$ cat src/rtl/ps_head_extractor_pkg.sv
// ps_head_extractor_pkg
// Shared types and helpers for the PacketStream header extractor:
//   state_t  - extractor FSM states (SOP, HEAD, HOLD, BODY)
//   hlen_w() - width of the h_len field for a given header length
package ps_head_extractor_pkg;

  typedef enum logic [1:0] {
    SOP  = 2'd0,
    HEAD = 2'd1,
    HOLD = 2'd2,
    BODY = 2'd3
  } state_t;

  // h_len must represent 0..hwords inclusive.
  function automatic int hlen_w(input int hwords);
    return $clog2(hwords + 1);
  endfunction

endpackage

$ cat src/rtl/ps_head_extractor_if.sv
// ps_head_extractor_if
// Bundles the extractor's stream and header handshakes.
// Handshake rule (all three channels): a transfer happens on a rising clk
// edge where valid and ready are both 1; valid must not depend on ready.
//   extract                      header-extraction enable (sampled at SOP)
//   i_dat/i_val/i_eop, i_rdy     input PacketStream
//   h_dat/h_len/h_val, h_rdy     parallel header channel
//   o_dat/o_val/o_eop, o_rdy     output PacketStream
//   h_err, err_cnt               only with PS_HEAD_EXTRACTOR_ERR_EN defined
// Modports: slave = extractor side, master = environment side.
interface ps_head_extractor_if #(
  parameter int WIDTH  = 8,
  parameter int HWORDS = 4
);
  localparam int HLW = ps_head_extractor_pkg::hlen_w(HWORDS);

  logic                    extract;
  logic [WIDTH-1:0]        i_dat;
  logic                    i_val;
  logic                    i_eop;
  logic                    i_rdy;
  logic [HWORDS*WIDTH-1:0] h_dat;
  logic [HLW-1:0]          h_len;
  logic                    h_val;
  logic                    h_rdy;
  logic [WIDTH-1:0]        o_dat;
  logic                    o_val;
  logic                    o_eop;
  logic                    o_rdy;
`ifdef PS_HEAD_EXTRACTOR_ERR_EN
  logic                    h_err;
  logic [15:0]             err_cnt;
`endif

  modport slave (
    input  extract, i_dat, i_val, i_eop, h_rdy, o_rdy,
`ifdef PS_HEAD_EXTRACTOR_ERR_EN
    output h_err, err_cnt,
`endif
    output i_rdy, h_dat, h_len, h_val, o_dat, o_val, o_eop
  );

  modport master (
    output extract, i_dat, i_val, i_eop, h_rdy, o_rdy,
`ifdef PS_HEAD_EXTRACTOR_ERR_EN
    input  h_err, err_cnt,
`endif
    input  i_rdy, h_dat, h_len, h_val, o_dat, o_val, o_eop
  );

endinterface

$ cat src/rtl/ps_head_extractor.sv
// ps_head_extractor
// Strips the first HWORDS beats of each packet (when extract=1 at SOP),
// presents them as one parallel header word, then forwards the rest of the
// packet unchanged. Packets with extract=0 pass straight through.
// Ports:
//   clk, reset  clock, asynchronous active-high reset
//   bus         ps_head_extractor_if.slave (input stream, header, output stream)
//   state_o     current FSM state, for observation
// Optional macro PS_HEAD_EXTRACTOR_ERR_EN adds bus.h_err (short-header flag,
// valid with h_val) and bus.err_cnt (saturating count of short headers).
module ps_head_extractor
  import ps_head_extractor_pkg::*;
#(
  parameter int WIDTH  = 8,
  parameter int HWORDS = 4
) (
  input  logic                 clk,
  input  logic                 reset,
  ps_head_extractor_if.slave   bus,
  output state_t               state_o
);

  localparam int HLW = hlen_w(HWORDS);

  state_t           state_q;
  logic [HLW-1:0]   cnt_q;
  logic [WIDTH-1:0] slot_q [HWORDS];
  logic [HLW-1:0]   h_len_q;
  logic             h_val_q;
  logic             eop_q;      // header ended on the packet's eop

  logic                    i_rdy_c;
  logic                    o_val_c;
  logic                    accept;
  logic [HLW-1:0]          cnt_nxt;
  logic [HLW-1:0]          cap_len;
  logic                    hold_entry;
  logic [HWORDS*WIDTH-1:0] h_dat_c;

  // Ready/valid are a pure function of state and the downstream inputs;
  // h_rdy is deliberately absent so it never reaches i_rdy or o_*.
  always_comb begin
    i_rdy_c = 1'b0;
    o_val_c = 1'b0;
    unique case (state_q)
      SOP: begin
        if (bus.extract) begin
          i_rdy_c = 1'b1;
        end else begin
          i_rdy_c = bus.o_rdy;
          o_val_c = bus.i_val;
        end
      end
      HEAD: i_rdy_c = 1'b1;
      HOLD: ;
      BODY: begin
        i_rdy_c = bus.o_rdy;
        o_val_c = bus.i_val;
      end
      default: ;
    endcase
    accept  = bus.i_val & i_rdy_c;
    cnt_nxt = cnt_q + HLW'(1);
    // Header length once the current beat is captured.
    cap_len = (state_q == SOP) ? HLW'(1) : cnt_nxt;
    hold_entry = accept
               && ((state_q == SOP && bus.extract) || state_q == HEAD)
               && (bus.i_eop || cap_len == HLW'(HWORDS));
  end

  always_ff @(posedge clk or posedge reset) begin
    if (reset) begin
      state_q <= SOP;
      cnt_q   <= '0;
      h_len_q <= '0;
      h_val_q <= 1'b0;
      eop_q   <= 1'b0;
      for (int k = 0; k < HWORDS; k++) slot_q[k] <= '0;
    end else begin
      unique case (state_q)
        SOP: begin
          if (accept) begin
            if (bus.extract) begin
              // New header: older slot contents must read back as zero.
              for (int k = 0; k < HWORDS; k++)
                slot_q[k] <= (k == 0) ? bus.i_dat : '0;
              cnt_q   <= HLW'(1);
              state_q <= hold_entry ? HOLD : HEAD;
            end else if (!bus.i_eop) begin
              state_q <= BODY;
            end
          end
        end
        HEAD: begin
          if (accept) begin
            for (int k = 0; k < HWORDS; k++)
              if (cnt_q == HLW'(k)) slot_q[k] <= bus.i_dat;
            cnt_q <= cnt_nxt;
            if (hold_entry) state_q <= HOLD;
          end
        end
        HOLD: begin
          if (bus.h_rdy) begin
            h_val_q <= 1'b0;
            cnt_q   <= '0;
            state_q <= eop_q ? SOP : BODY;
          end
        end
        BODY: begin
          if (accept && bus.i_eop) state_q <= SOP;
        end
        default: state_q <= SOP;
      endcase
      if (hold_entry) begin
        h_val_q <= 1'b1;
        h_len_q <= cap_len;
        eop_q   <= bus.i_eop;
      end
    end
  end

  always_comb begin
    h_dat_c = '0;
    for (int k = 0; k < HWORDS; k++) h_dat_c[k*WIDTH +: WIDTH] = slot_q[k];
  end

  assign bus.i_rdy = i_rdy_c;
  assign bus.o_val = o_val_c;
  assign bus.o_dat = bus.i_dat;
  assign bus.o_eop = bus.i_eop;
  assign bus.h_dat = h_dat_c;
  assign bus.h_len = h_len_q;
  assign bus.h_val = h_val_q;
  assign state_o   = state_q;

`ifdef PS_HEAD_EXTRACTOR_ERR_EN
  logic        short_hdr;
  logic        h_err_q;
  logic [15:0] err_cnt_q;

  assign short_hdr = hold_entry && bus.i_eop && (cap_len != HLW'(HWORDS));

  always_ff @(posedge clk or posedge reset) begin
    if (reset) begin
      h_err_q   <= 1'b0;
      err_cnt_q <= '0;
    end else if (hold_entry) begin
      h_err_q <= short_hdr;
      if (short_hdr && err_cnt_q != 16'hFFFF) err_cnt_q <= err_cnt_q + 16'd1;
    end
  end

  assign bus.h_err   = h_err_q;
  assign bus.err_cnt = err_cnt_q;
`endif

endmodule

$ cat src/flat_wrapper.sv
// flat-port wrapper written by rule: the top's interface ports become plain ports
module ps_head_extractor_flat import ps_head_extractor_pkg::*;
#(
  parameter int WIDTH  = 8,
  parameter int HWORDS = 4
)
  (clk, reset, state_o, bus_extract, bus_i_dat, bus_i_val, bus_i_eop, bus_h_rdy, bus_o_rdy, bus_i_rdy, bus_h_dat, bus_h_len, bus_h_val, bus_o_dat, bus_o_val, bus_o_eop);
  ps_head_extractor_if #(.WIDTH(WIDTH), .HWORDS(HWORDS)) bus_i ();
  input  logic clk;
  input  logic reset;
  output state_t state_o;
  input wire logic [$bits(bus_i.extract)-1:0] bus_extract;
  input wire logic [$bits(bus_i.i_dat)-1:0] bus_i_dat;
  input wire logic [$bits(bus_i.i_val)-1:0] bus_i_val;
  input wire logic [$bits(bus_i.i_eop)-1:0] bus_i_eop;
  input wire logic [$bits(bus_i.h_rdy)-1:0] bus_h_rdy;
  input wire logic [$bits(bus_i.o_rdy)-1:0] bus_o_rdy;
  output wire logic [$bits(bus_i.i_rdy)-1:0] bus_i_rdy;
  output wire logic [$bits(bus_i.h_dat)-1:0] bus_h_dat;
  output wire logic [$bits(bus_i.h_len)-1:0] bus_h_len;
  output wire logic [$bits(bus_i.h_val)-1:0] bus_h_val;
  output wire logic [$bits(bus_i.o_dat)-1:0] bus_o_dat;
  output wire logic [$bits(bus_i.o_val)-1:0] bus_o_val;
  output wire logic [$bits(bus_i.o_eop)-1:0] bus_o_eop;
  assign bus_i.extract = bus_extract;
  assign bus_i.i_dat = bus_i_dat;
  assign bus_i.i_val = bus_i_val;
  assign bus_i.i_eop = bus_i_eop;
  assign bus_i.h_rdy = bus_h_rdy;
  assign bus_i.o_rdy = bus_o_rdy;
  assign bus_i_rdy = bus_i.i_rdy;
  assign bus_h_dat = bus_i.h_dat;
  assign bus_h_len = bus_i.h_len;
  assign bus_h_val = bus_i.h_val;
  assign bus_o_dat = bus_i.o_dat;
  assign bus_o_val = bus_i.o_val;
  assign bus_o_eop = bus_i.o_eop;
  ps_head_extractor #(.WIDTH(WIDTH), .HWORDS(HWORDS)) u_core (.clk(clk), .reset(reset), .bus(bus_i), .state_o(state_o));
endmodule
$ cat config.mk
export PLATFORM = sky130hd
export DESIGN_NAME = ps_head_extractor_flat
export DESIGN_NICKNAME = d
export VERILOG_FILES = /design/src/rtl/ps_head_extractor_pkg.sv /design/src/rtl/ps_head_extractor_if.sv /design/src/rtl/ps_head_extractor.sv /design/src/flat_wrapper.sv
export SDC_FILE = /design/constraint.sdc
export NUM_CORES = 1
export LEC_CHECK = 0
export BUFFER_PORTS_ARGS = -buffer_cell sky130_fd_sc_hd__buf_2
export CAP_MARGIN = 40
export CORE_ASPECT_RATIO = 0.5
export CORE_MARGIN = 5
export CORE_UTILIZATION = 45
export CTS_BUF_LIST = sky130_fd_sc_hd__clkbuf_4
export CTS_CLUSTER_DIAMETER = 200
export DETAILED_ROUTE_END_ITERATION = 10
export GPL_ROUTABILITY_DRIVEN = 0
export MAX_ROUTING_LAYER = met4
export PLACE_DENSITY = 0.75
export RECOVER_POWER = 25
export SKIP_LAST_GASP = 1
export SLEW_MARGIN = 15
export SYNTH_ARGS = -nofsm -noshare
export SYNTH_HDL_FRONTEND = slang
export SYNTH_SLANG_ARGS = --single-unit
$ cat constraint.sdc
create_clock -name clk -period 6.1 [get_ports clk]
set_input_delay 1.22 -clock clk [delete_from_list [all_inputs] [get_ports clk]]
set_output_delay 1.22 -clock clk [all_outputs]
set_load 0.005 [all_outputs]
; ---- Yosys cells after proc, flatten, opt, wreduce, memory -nomap -nowiden
; Index checks and enable logic that the tools add are counted.
[word_totals]
output_inout_bits = 49
inputBits = 15
register_bits = 42
elab_cells = 79
[classes]
bitwise = 1
mux = 31
n_reduce_logical = 19
addsub = 1
n_eq_ne = 18
[ops]
columns = cell, n
row1 = $mux W32, 3
row2 = $pmux W32 S2, 1
row3 = $mux W8, 4
row4 = $reduce_and A5 Y1, 5
row5 = $mux W2, 9
row6 = $mux W3, 5
row7 = $ne A2 B2 Y1 const B, 6
row8 = $pmux W3 S3, 1
row9 = $ne A2 B1 Y1 const B, 4
row10 = $pmux W2 S4, 1
row11 = $eq A3 B2 Y1 const B, 2
row12 = $reduce_and A6 Y1, 1
row13 = $reduce_bool A2 Y1, 3
row14 = $mux W1, 5
row15 = $eq A2 B2 Y1 const B, 2
row16 = $logic_and A1 B1 Y1, 4
row17 = $add A3 B1 Y3 const B, 1
row18 = $eq A3 B1 Y1 const B, 1
row19 = $eq A3 B3 Y1 const B, 1
row20 = $logic_not A3 Y1, 1
row21 = $ne A3 B3 Y1 const B, 1
row22 = $pmux W1 S3, 1
row23 = $reduce_bool A3 Y1, 1
row24 = $eq A2 B1 Y1 const B, 1
row25 = 5 further kinds, 6

; ---- Longest topological paths before layout
[logic_depth]
depth_word = 9
mapped_depth = 8
mapped_depth_nobuf = 6

; ---- Worst setup path after synthesis
; No wires, ideal clock.
[synth_path]
kind = input to output
start = input port bus_extract
end = output port bus_i_rdy
t_arrival_ns = 1.708
setup_slack_ns = 3.172
path_buffers = 1
required_ns = 4.880
cell_stages = 4
cell_sequence = and2_0 buf_2 o22ai_1 a21oi_1
[synth_between]
elab_chain_len = 2
[synth_lines]
columns = item, line
row1 = start: declaration, flat_wrapper.sv:12  ; input wire logic [$bits(bus_i.extract)-1:0] bus_extract;
row2 = $mux W1, ps_head_extractor.sv:47  ; if (bus.extract) begin
row3 = $pmux W1 S3, ps_head_extractor.sv:45  ; unique case (state_q)
row4 = end: declaration, flat_wrapper.sv:18  ; output wire logic [$bits(bus_i.i_rdy)-1:0] bus_i_rdy;
; Every way passes these cells.

; ---- Worst setup path after layout
[layout_path]
start = register u_core.state_q[1], in the netlist u_core.state_o[1]
end = output port bus_i_rdy
[layout_between]
elab_chain_len = 2
word_cells_on_any_way = 4
cone_classes = 2 x eq/ne / 1 x mux / 1 x reduce/logical
[layout_lines]
columns = item, line
row1 = start: declaration, ps_head_extractor.sv:25  ; state_t state_q;
row2 = start signal: assignment, ps_head_extractor.sv:88  ; state_q <= hold_entry ? HOLD : HEAD;
row3 = start signal: assignment, ps_head_extractor.sv:106  ; state_q <= eop_q ? SOP : BODY;
row4 = "$eq A2 B2 Y1, or another cell as far along", ps_head_extractor.sv:45
row5 = $pmux W1 S3 *, ps_head_extractor.sv:45
; Mark *: on every way between the ends. The rest lies on a longest branch, timed or not.

==> out/metrics.json <==
{
  "status": {
    "outcome": "finished, final reports clean"
  },
  "synthesis": {
    "post-synth-top-count-cell": "dfrtp_1",
    "synth_top_cell_by_area": "dfrtp_1",
    "syn_inst": 170,
    "synth-seq-area-share": 0.4953,
    "net_count_after_synthesis": 195,
    "yosys-top-cells-area": "dfrtp_1 (50%), mux2_2 (20%), ha_1 (5.9%), buf_4 (3.2%), and2_1 (2.4%)",
    "synth.lib_cells_used.distinct": 37,
    "async_flop_share": 1.000,
    "synth_top_cells_by_count": "dfrtp_1 (42), mux2_2 (37), ha_1 (10)",
    "post_synth_instance_area_mm2": 0.002122,
    "synth_top_area_frac": 0.4953,
    "synth_enable_flop_cells": 0,
    "ys_seq_elements": 42,
    "yosys_most_used_dff": "dfrtp_1",
    "postSynthAreaPerCell_um2": 12.48,
    "yosysWarnings": 0
  },
  "clock_tree": {
    "cts-root-to-sink-buffers": 2,
    "cts_setup_buffers": 0,
    "cts_buffers": 5,
    "path_clk_slew_ns": 0.12,
    "clock_sink_count": 42,
    "cts_tree": "yes",
    "worst_skew_pair.late_latency_ns": 0.35,
    "h-tree-depth": 2,
    "cts_hold_buf": 0,
    "root_buffer": "clkbuf_4",
    "post_cts.resized_instances": 0
  },
  "min_path": {
    "timing.hold.worst_path_depth": 2,
    "hold_path.class": "register to register",
    "worst_hold_path.endpoint": "u_core.bus.h_val$_DFFE_PP0P_",
    "min-delay-start": "u_core.bus.h_val$_DFFE_PP0P_"
  },
  "grt": {
    "first_global_vias": 1559,
    "global_route_wire_length_before_repair_um": 7438,
    "grt_start_max_net_pins": 29,
    "globalRouteTotalUtil": 0.1555,
    "grt_overflow_total": 0,
    "antenna_found_initial": 0
  },
  "drt": {
    "via_count": 1469,
    "post_drt_via_cell_ratio": 5.136,
    "first_iter_violations": 28,
    "post_drt_wl_per_cell_um": 15.47,
    "detail-route-antenna-nets": 0,
    "drc_errors": 0,
    "drt_wl_total_um": 4424,
    "drt_first_pass_iters": 4
  },
  "die": {
    "core_mm2": 0.004467,
    "initial_utilization": 0.4751,
    "design.portCount": 64,
    "core.rowCount": 17,
    "die_x_um": 107.1,
    "floorplan.die_area_mm2": 0.006272,
    "die-height_um": 58.56
  },
  "sta": {
    "timing.max_slew.rel_slack": 0.03741,
    "hold-worst-slack_ns": 0.4858,
    "final_hold_viol_count": 0,
    "finalSetupTns_ns": 0,
    "fin_worst_skew_ns": 0.009676,
    "fmaxAchievable_ghz": 0.3008,
    "finalSetupViolations": 0,
    "shortest_period_the_worst_path_allows_ns": 3.324,
    "unrepaired_setup_endpoints_after_global_routing": "no",
    "timing.final.crit_share": 0.5450,
    "max_slew.worst_pin.slew_ns": 1.444,
    "report.final.slew_viol_count": 0
  },
  "finish": {
    "nets": 253,
    "multi_input_area_um2": 944.7,
    "fillerInstances": 381,
    "ff_latch_area_mm2": 0.001051,
    "layout-area-overhead-vs-synth_pct": 17.92,
    "ant_cells": 0,
    "layout-drive-gt1-share": 0.5066
  },
  "power": {
    "switching_power_w": 0.0004580,
    "power.internal_w": 0.0008135,
    "clock_power_share": 0.143,
    "powerDensity_mw_per_mm2": 508.1,
    "power.switching_fraction": 0.3602,
    "combinationalPowerShare": 0.480,
    "power.sequential.fraction": 0.377,
    "design_power_total_w": 0.001272,
    "power.static_leakage_nw": 1.308,
    "worst_ir_drop_vdd_mv": 0.1559
  },
  "worst_setup_path": {
    "worstPathArrival_ns": 2.10,
    "r2r_end": "u_core.bus.h_dat[24]$_DFFE_PP0P_",
    "crit-reg2reg-launch": "u_core.state_o[1]$_DFFE_PP0P_",
    "crit_required_ns": 4.88,
    "critical_path_peak_fanout": 20,
    "timing.reg2reg.setup_slack_ns": 3.60,
    "critPathKind": "register to output pin",
    "ff2ff_path_depth": 6,
    "critical_path.startpoint_type": "register",
    "setup.worst_path.end_class": "output pin"
  },
  "placement": {
    "port-buffer-count": 63,
    "place_hpwl_um": 3340
  },
  "flow_run": {
    "maxCapViolCount": 0
  }
}
-- registers in the layout, summed over array words and instances, names as in the netlist --
name              flops
u_core.bus.h_dat     32
u_core.bus.h_len      3
u_core.cnt_q          3
u_core.bus.h_val      1
u_core.eop_q          1
u_core.state_o        2
-- power groups by stage --
stage | registers [W] | logic [W] | clock network (W)
after floorplan | 0.000492 | 0.000391 | 0
after global placement | 0.000481 | 0.000598 | 0
after detailed placement | 0.000488 | 0.000617 | 0
after CTS | 0.000481 | 0.000620 | 0.000187
after global routing | 0.000498 | 0.000673 | 0.000198
final | 0.000479 | 0.000610 | 0.000182
-- metal layers --
metal / GRT usage / wire length [um] / up-vias
li1: - / - / 692
met1: 0.1743 / 1954 / 749
met2: 0.2738 / 2296 / 26
met3: 0.04162 / 160 / 2
met4: 0.05282 / 12 / 0
met5: - / 0 / -
-- worst max-delay path by stage --
stage                                              from   endpoint  cells past startpoint
after CTS                 u_core.state_o[1]$_DFFE_PP0P_  bus_i_rdy                      5
final                     u_core.state_o[1]$_DFFE_PP0P_  bus_i_rdy                      5
after floorplan                             bus_extract  bus_i_rdy                      4
after detailed placement                    bus_extract  bus_i_rdy                      5
after global routing      u_core.state_o[1]$_DFFE_PP0P_  bus_i_rdy                      5
after global placement                      bus_extract  bus_i_rdy                      5
-- cell families after synthesis --
logic type	Yosys count	share of synthesized area
flip-flops	42	0.4953
multiplexers	39	0.2058
AND/OR/NAND/NOR	37	0.1108
buffers and inverters	22	0.05955
AO/OA/AOI/OAI	20	0.06958
adder cells (fa/ha/maj)	10	0.05896
-- worst max-delay path: stages, from the launching register on --
cell and delay [ns]:
dfrtp_1 0.45, inv_1 0.10, ha_1 0.63, inv_1 0.26, a21oi_1 0.19, buf_2 0.13
-- per-stage QoR --
step | cells | util | setup slack [ns] | instance area (um^2)
CTS | 286 | 0.5611 | 2.745 | 2506
finish | 286 | 0.5602 | 2.776 | 2502
floorplan | 170 | - | 3.172 | 2122
detailed placement | 278 | 0.5426 | 2.806 | 2424
global route | 286 | 0.5602 | 2.576 | 2502
global placement | 278 | 0.5426 | 2.857 | 2424
-- placed cells by master, fill, tap and decap left out, types with 3 or more instances in the layout --
cell,instances
buf_2,63
dfrtp_1,42
mux2_2,37
ha_1,10
inv_1,9
and2_1,8
nand2_1,6
clkbuf_4,6
a21oi_1,5
nor2_1,4
o21ai_0,4
nand2b_1,3
-- final cells by class --
class	count	area share
tap	57	0.02850
inverter	9	0.01350
timing repair buffer	64	0.1275
clock inverter	2	0.01500
multi-input combinational	106	0.3775
sequential	42	0.4200
clock buffer	6	0.01800
Note: power is estimated with default switching activity, not from simulation.
